### config.mk
export PLATFORM = sky130hd
export DESIGN_NAME = seq_detect_param
export DESIGN_NICKNAME = d
export VERILOG_FILES = /design/src/rtl/seq_detect_pkg.sv /design/src/rtl/seq_detect_window.sv /design/src/rtl/seq_detect_param.sv
export SDC_FILE = /design/constraint.sdc
export NUM_CORES = 1
export LEC_CHECK = 0
export ABC_AREA = 1
export CAP_MARGIN = 20
export CORE_ASPECT_RATIO = 1.25
export CORE_MARGIN = 2
export CORE_UTILIZATION = 56
export DETAILED_ROUTE_END_ITERATION = 10
export GPL_ROUTABILITY_DRIVEN = 0
export PLACE_DENSITY = 0.87
export SYNTH_ARGS = -nofsm -noshare
export SYNTH_HDL_FRONTEND = slang
export SYNTH_SLANG_ARGS = --single-unit
### constraint.sdc
create_clock -name clk -period 2.8 [get_ports clk]
set_clock_uncertainty 0.2 [all_clocks]
set_input_delay 0.56 -clock clk [delete_from_list [all_inputs] [get_ports clk]]
set_output_delay 0.56 -clock clk [all_outputs]
set_load 0.05 [all_outputs]
### src/rtl/seq_detect_pkg.sv
`default_nettype none
// +----------------------------------------------------------------------+
// | Module   : seq_detect_pkg                                            |
// | Purpose  : Shared types and helpers for the parametrised serial      |
// |            sequence detector (seq_detect_param / seq_window).        |
// | Revision : 1.0 - initial release                                     |
// +----------------------------------------------------------------------+
package seq_detect_pkg;

  // Detector state encoding (explicit 2-bit width)
  typedef enum logic [1:0] {
    FILL = 2'b00,
    HUNT = 2'b01,
    HIT  = 2'b10
  } state_e;

  // Largest supported pattern length
  localparam int PAT_W_MAX = 16;

  // Bits needed to hold a fill count of 0..pat_w inclusive
  function automatic int fill_width(input int pat_w);
    return $clog2(pat_w + 1);
  endfunction

endpackage
`default_nettype wire

### src/rtl/seq_detect_window.sv
`default_nettype none
// +----------------------------------------------------------------------+
// | Module   : seq_window                                                |
// | Purpose  : Serial shift window with saturating fill counter and      |
// |            pattern comparator. Produces the match (hit) and window-  |
// |            full flags for the post-update window contents.           |
// | Options  : SEQ_DETECT_MASK_EN adds a per-bit don't-care MASK.        |
// | Revision : 1.0 - initial release                                     |
// +----------------------------------------------------------------------+
module seq_window #(
  parameter int             PAT_W   = 4,
  parameter logic [PAT_W-1:0] PATTERN = 4'b1011,
  parameter bit             OVERLAP = 1'b1
`ifdef SEQ_DETECT_MASK_EN
  ,
  parameter logic [PAT_W-1:0] MASK  = '1
`endif
) (
  input  logic clk,
  input  logic rst,
  input  logic en,
  input  logic ina,
  output logic hit,
  output logic full
);
  import seq_detect_pkg::*;

  localparam int             FW       = fill_width(PAT_W);
  localparam logic [FW-1:0]  FULL_CNT = FW'(PAT_W);

  logic [PAT_W-1:0] shreg_q, shreg_d, shreg_n;
  logic [FW-1:0]    fill_q,  fill_d,  fill_n;
  logic             cmp;

  // Post-sample window, compare, and next-state for shreg/fill
  always_comb begin
    // Newest bit enters at the LSB; the oldest bit falls off the MSB
    shreg_n = (shreg_q << 1) | PAT_W'(ina);
    fill_n  = (fill_q == FULL_CNT) ? fill_q : fill_q + FW'(1);

`ifdef SEQ_DETECT_MASK_EN
    cmp = (((shreg_n ^ PATTERN) & MASK) == '0);
`else
    cmp = (shreg_n == PATTERN);
`endif

    full = (fill_n == FULL_CNT);
    hit  = en && full && cmp;

    shreg_d = shreg_q;
    fill_d  = fill_q;
    if (en) begin
      if (hit && !OVERLAP) begin
        // Non-overlap: a match consumes the whole window
        shreg_d = '0;
        fill_d  = '0;
      end else begin
        shreg_d = shreg_n;
        fill_d  = fill_n;
      end
    end
  end

  // Window state registers
  always_ff @(posedge clk or posedge rst) begin
    if (rst) begin
      shreg_q <= '0;
      fill_q  <= '0;
    end else begin
      shreg_q <= shreg_d;
      fill_q  <= fill_d;
    end
  end

endmodule
`default_nettype wire

### src/rtl/seq_detect_param.sv
`default_nettype none
// +----------------------------------------------------------------------+
// | Module   : seq_detect_param                                          |
// | Purpose  : Parametrised serial bit-sequence detector. Pulses dataout |
// |            one cycle after the sample completing PATTERN, keeps a    |
// |            saturating match count, flags busy while hunting.         |
// | Options  : SEQ_DETECT_MASK_EN adds parameter MASK (don't-care bits). |
// | Revision : 1.0 - initial release                                     |
// +----------------------------------------------------------------------+
module seq_detect_param #(
  parameter int             PAT_W   = 4,
  parameter logic [PAT_W-1:0] PATTERN = 4'b1011,
  parameter bit             OVERLAP = 1'b1,
  parameter int             CNT_W   = 8
`ifdef SEQ_DETECT_MASK_EN
  ,
  parameter logic [PAT_W-1:0] MASK  = '1
`endif
) (
  input  logic             clk,
  input  logic             rst,
  input  logic             en,
  input  logic             ina,
  output logic             dataout,
  output logic             busy,
  output logic [CNT_W-1:0] match_cnt
);
  import seq_detect_pkg::*;

  logic             hit;
  logic             full;
  state_e           state_q, state_d;
  logic             dataout_q, dataout_d;
  logic             busy_q, busy_d;
  logic [CNT_W-1:0] cnt_q, cnt_d;

  seq_window #(
    .PAT_W   (PAT_W),
    .PATTERN (PATTERN),
    .OVERLAP (OVERLAP)
`ifdef SEQ_DETECT_MASK_EN
    ,
    .MASK    (MASK)
`endif
  ) u_window (
    .clk  (clk),
    .rst  (rst),
    .en   (en),
    .ina  (ina),
    .hit  (hit),
    .full (full)
  );

  // Next state, output and counter logic
  always_comb begin
    state_d = state_q;
    if (en) begin
      // HIT re-evaluates like HUNT or FILL automatically: in non-overlap
      // mode the window was cleared, so full stays low until refilled.
      if (hit) begin
        state_d = HIT;
      end else if (full) begin
        state_d = HUNT;
      end else begin
        state_d = FILL;
      end
    end

    dataout_d = hit;
    busy_d    = (state_d == HUNT) || (OVERLAP && (state_d == HIT));
    cnt_d     = (hit && (cnt_q != '1)) ? cnt_q + CNT_W'(1) : cnt_q;
  end

  // State, registered outputs and saturating counter
  always_ff @(posedge clk or posedge rst) begin
    if (rst) begin
      state_q   <= FILL;
      dataout_q <= 1'b0;
      busy_q    <= 1'b0;
      cnt_q     <= '0;
    end else begin
      state_q   <= state_d;
      dataout_q <= dataout_d;
      busy_q    <= busy_d;
      cnt_q     <= cnt_d;
    end
  end

  assign dataout   = dataout_q;
  assign busy      = busy_q;
  assign match_cnt = cnt_q;

endmodule
`default_nettype wire

**Word-level counts from Yosys, hierarchy flattened**

Cells that the tools add are included.

- Logic and storage cells: 23
- Bits in registers: 18
- Output and inout bits: 10
- Input port bits: 4

- Eq/ne operators: 6
- Bitwise gates (word level): 1
- Reduce and logical (&&, ||, !) cells: 4
- Add/sub/neg operators: 2
- Muxes and demuxes: 4

Operators by type and width:

| cell | count |
|---|---|
| $add A8 B1 Y8 const B | 1 |
| $ne A8 B8 Y1 const B | 1 |
| $eq A3 B3 Y1 const B | 2 |
| $eq A4 B4 Y1 const B | 1 |
| $mux W2 | 2 |
| $or A4 B1 Y4 | 1 |
| $add A3 B1 Y3 const B | 1 |
| $logic_and A1 B1 Y1 | 3 |
| $mux W3 | 1 |
| $eq A2 B1 Y1 const B | 1 |
| $eq A2 B2 Y1 const B | 1 |
| $logic_or A1 B1 Y1 | 1 |
| $mux W1 | 1 |

**Logic depth before layout (Yosys ltp)**

- Depth in word-level cells: 9
- Depth in mapped cells: 11
- Mapped depth without buffers: 11

**Modules after synthesis**

From an unflattened synthesis, not the netlist that was laid out.

- Cell total of the unflattened synthesis: 124
- Area total of the unflattened synthesis: 993.5 µm²

By module, submodules not included:

| module | instances | area each (µm²) | cells each |
|---|---|---|---|
| seq_detect_param | 1 | 630.6 | 80 |
| seq_window | 1 | 362.8 | 44 |

**Least setup slack after synthesis**

OpenSTA, ideal clock, no wires.

- Path kind: flip-flop to flip-flop
- From: register cnt_q[1] (netlist: match_cnt[1])
- To: register cnt_q[6] (netlist: match_cnt[6])
- Data required time: 2534 ps
- Slack: 932 ps
- Stages on the path, launching flop included: 8
- Buffers on the path: 0
- Arrival time: 1602 ps
- Cells stage by stage: dfrtp_1 -> ha_1 -> nand3_2 -> nor2_4 -> nand3_4 -> nand2_4 -> nand2_1 -> nand2_1

- Word-level cells in the longest chain between the ends: 2

RTL lines:

| what | line | source |
|---|---|---|
| start: declaration | seq_detect_param.sv:35 | `logic [CNT_W-1:0] cnt_q, cnt_d;` |
| start signal: assignment | seq_detect_param.sv:85 | `cnt_q <= cnt_d;` |
| branches (longest 2 deep; another with $add A8 B1 Y8) | -- |  |

Several ways; the timed one is not identified.
A chain may end at the register's enable or synchronous reset.

**Worst setup path in the final report**

- From: register cnt_q[2] (netlist: match_cnt[2])
- To: output port match_cnt[2]

RTL lines:

| what | line | source |
|---|---|---|
| end: declaration | seq_detect_param.sv:26 | `output logic [CNT_W-1:0] match_cnt` |

No word-level cell between the ends.

==> summary.txt <==
status: completed
crit path kind: reg -> out
worst path required time: 2040 ps
Synth warnings: 0
I/O Pins: 14
vias in the first global route: 795
Clock Sinks: 18
drt first-iter violations: 12
R2R depth: 11
Detail Placement HPWL: 1450 um
Hold Crit Class: reg -> reg
grt total ovfl: 0
CTS root buffer: clkbuf_4
hold endpoint: u_window.shreg_q[2]
Fill cells: 127
routed wire length: 1830 um
Die Width: 41.0 um
Fin Setup TNS: 0 ps
multiplexer area fraction after synthesis: 0
number of flops mapped to enable cells by yosys: 0
syn avg cell area: 8.47 um2
row count: 16
layout net count: 137
WL met3: 62 um
DIE HEIGHT: 50.2 um
max-cap check violation count: 0
clock group share of total power: 0.198
Fmax: 0.422 GHz
first-pass GRT wire length: 3080 um
Post-synth ARST share: 1.00
quantity of I/O buffers inserted on ports: 13
Max Slew Vio Count: 0
Starting Density: 0.605
CP Capture Type: output pin
FF/Latch Area: 450 um2
hold_sp: u_window.shreg_q[2]
Initial DRT Pass Iterations: 4
CTS Hold Bufs: 0
most common cell in the netlist: nand2_1
share of cells above drive strength 1: 0.116
Final setup viols: 0
worst path bufs/invs: 1
Post-synth top cells: 40 x nand2_1, 18 x dfrtp_1, 13 x nand3_1
launch instance of the worst register-to-register path: u_window.fill_q[0]
TritonCTS clock tree: yes
Arr. time, crit path: 1610 ps
Synth Area in Compound Gates: 0.0314
Top FF cell, synth: dfrtp_1
min cycle time layout: 2370 ps
register area share after synthesis: 0.471
Max clock buf depth: 2
fin cells: 147
area of the core: 1580 um2
critical path peak fanout: 6
DP Cell Count: 143
XOR/XNOR share of the synthesized area: 0.0458
syn_nets: 120
Met1 Wirelength: 740 um
placed cell areas: 1100 um2
All-Layer GR Usage: 0.209
share of the synthesized area in the top cell type: 0.471
Final Hold Viols: 0
mean routed wirelength per cell: 12.5 um
die area: 2060 um2
Int Power: 0.000478 W
slowest cell on the critical path: clkdlybuf4s50_1
delay-heaviest family, CP: buffers and inverters
switching part of the total power: 0.377
reg-to-reg endpoint: match_cnt[3]
Pwr Density: 674 nW/um2
Vias per Instance: 5.29
TritonCTS Buffers: 3
cell count after synthesis: 113
Seq pwr share: 0.448
Comb pwr share: 0.354
Slew HR: 0.556
post-synthesis cell type count: 20
Startpoint Class: flop
switching power: 0.000289 W
routed wl met2: 1020 um
Seq cells post-synth: 18
Peak supply drop: 0.570 mV
ant diodes: 0
Reg2Reg Setup Slack: 1050 ps
top post-synthesis cells by area: dfrtp_1 47%, nand2_1 16%, nand3_1 6.8%
Slew @ Worst Pin: 665 ps
Via Count: 777
highest metal used: met4
fin crit share: 0.847
Synth area leader: dfrtp_1
largest net degree at the start of global routing: 19
Worst-Skew Late Latency: 280 ps
multi-input logic area: 449 um2
depth of the worst hold-timing path: 2
Mapped Area: 957 um2
RSZ-0062 raised after global routing: no
Detail Route Antenna Nets: 0
Critical Path Max Stage Delay: 850 ps
residual DRC count: 0
Synth Area in Simple Gates: 0.353
initial antenna violation count: 0
worst-path cell chain: clkdlybuf4s50_1
CTS resizes: 0
H-Tree Depth: 1
Pleak: 0.585 nW
post-synthesis adder-cell area fraction: 0.0392
Setup Buffers After CTS: 0
largest family of logic cells by synthesized area: simple AND/OR/NAND/NOR gates
Final Cell Area: 1140 um2
Clock transition at path regs: 100 ps
area delta synth->final: 19.0%
-- cell type report --
class / count / area share
flip-flops and latches: 18 / 0.396
multi-input cells: 82 / 0.395
repair buffers: 13 / 0.114
inverters: 12 / 0.0440
clock buffers: 4 / 0.0319
well taps: 18 / 0.0198
-- power groups by stage --
stage	clock network, W	logic, W	registers [W]
6_report	0.000152	0.000271	0.000343
5_1_grt	0.000171	0.000302	0.000352
4_1_cts	0.000156	0.000275	0.000343
3_5_place_dp	0	0.000273	0.000349
3_3_place_gp	0	0.000261	0.000344
2_1_floorplan	0	0.000175	0.000377
-- registers in the layout, summed over array words and instances (netlist names) --
name and flops:
u_window.shreg_q 3, busy 1, u_window.fill_q 3, match_cnt 8
state_q 2, dataout 1
-- layout by cell type, fill, tap and decap left out, types with 2 or more instances in the layout --
cell type        instances
dfrtp_1                 18
ha_1                     3
xnor2_1                  2
nand4_1                  2
nor2_4                   2
nand2_1                 40
inv_2                    2
o21ai_0                  3
clkdlybuf4s50_1         13
inv_1                    9
nand3_1                 13
clkbuf_4                 3
nor2_1                   5
nand3_4                  2
xor2_1                   3
o21ai_1                  3
-- per-stage QoR --
step / total power, W / hold WS, ps / utilization / setup slack [ps]
after floorplan: 0.000552 / 254 / - / 932
after global placement: 0.000606 / 281 / 0.697 / 585
after detailed placement: 0.000622 / 280 / 0.697 / 502
after CTS: 0.000774 / 303 / 0.720 / 426
after global routing: 0.000824 / 364 / 0.720 / 364
final: 0.000767 / 304 / 0.720 / 428
-- kinds of logic (layout without fill, tap and decap cells) --
family / Yosys count / count (layout)
xor gates and xnor gates: 5 / 5
DFF: 18 / 18
buffers and inverters: 13 / 29
and+or+nand+nor: 68 / 68
AOI/OAI and AO/OA: 6 / 6
adders and majority gates: 3 / 3
-- metal layers --
layer | vias up | GRT usage
met1 | 370 | 0.204
met4 | 0 | 0.0444
met2 | 16 | 0.414
met3 | 2 | 0.0265
li1 | 389 | -
met5 | - | 0
-- how the worst max path moves through the flow --
stage / endpoint / cells past startpoint / start / slack, ps
floorplan: match_cnt[6] / 7 / match_cnt[1] / 930
global route: match_cnt[7] / 1 / match_cnt[7] / 360
detailed placement: match_cnt[1] / 8 / en / 500
global placement: match_cnt[2] / 8 / en / 580
finish: match_cnt[2] / 1 / match_cnt[2] / 430
CTS: match_cnt[6] / 1 / match_cnt[6] / 430
(Power assumes the default switching activity.)
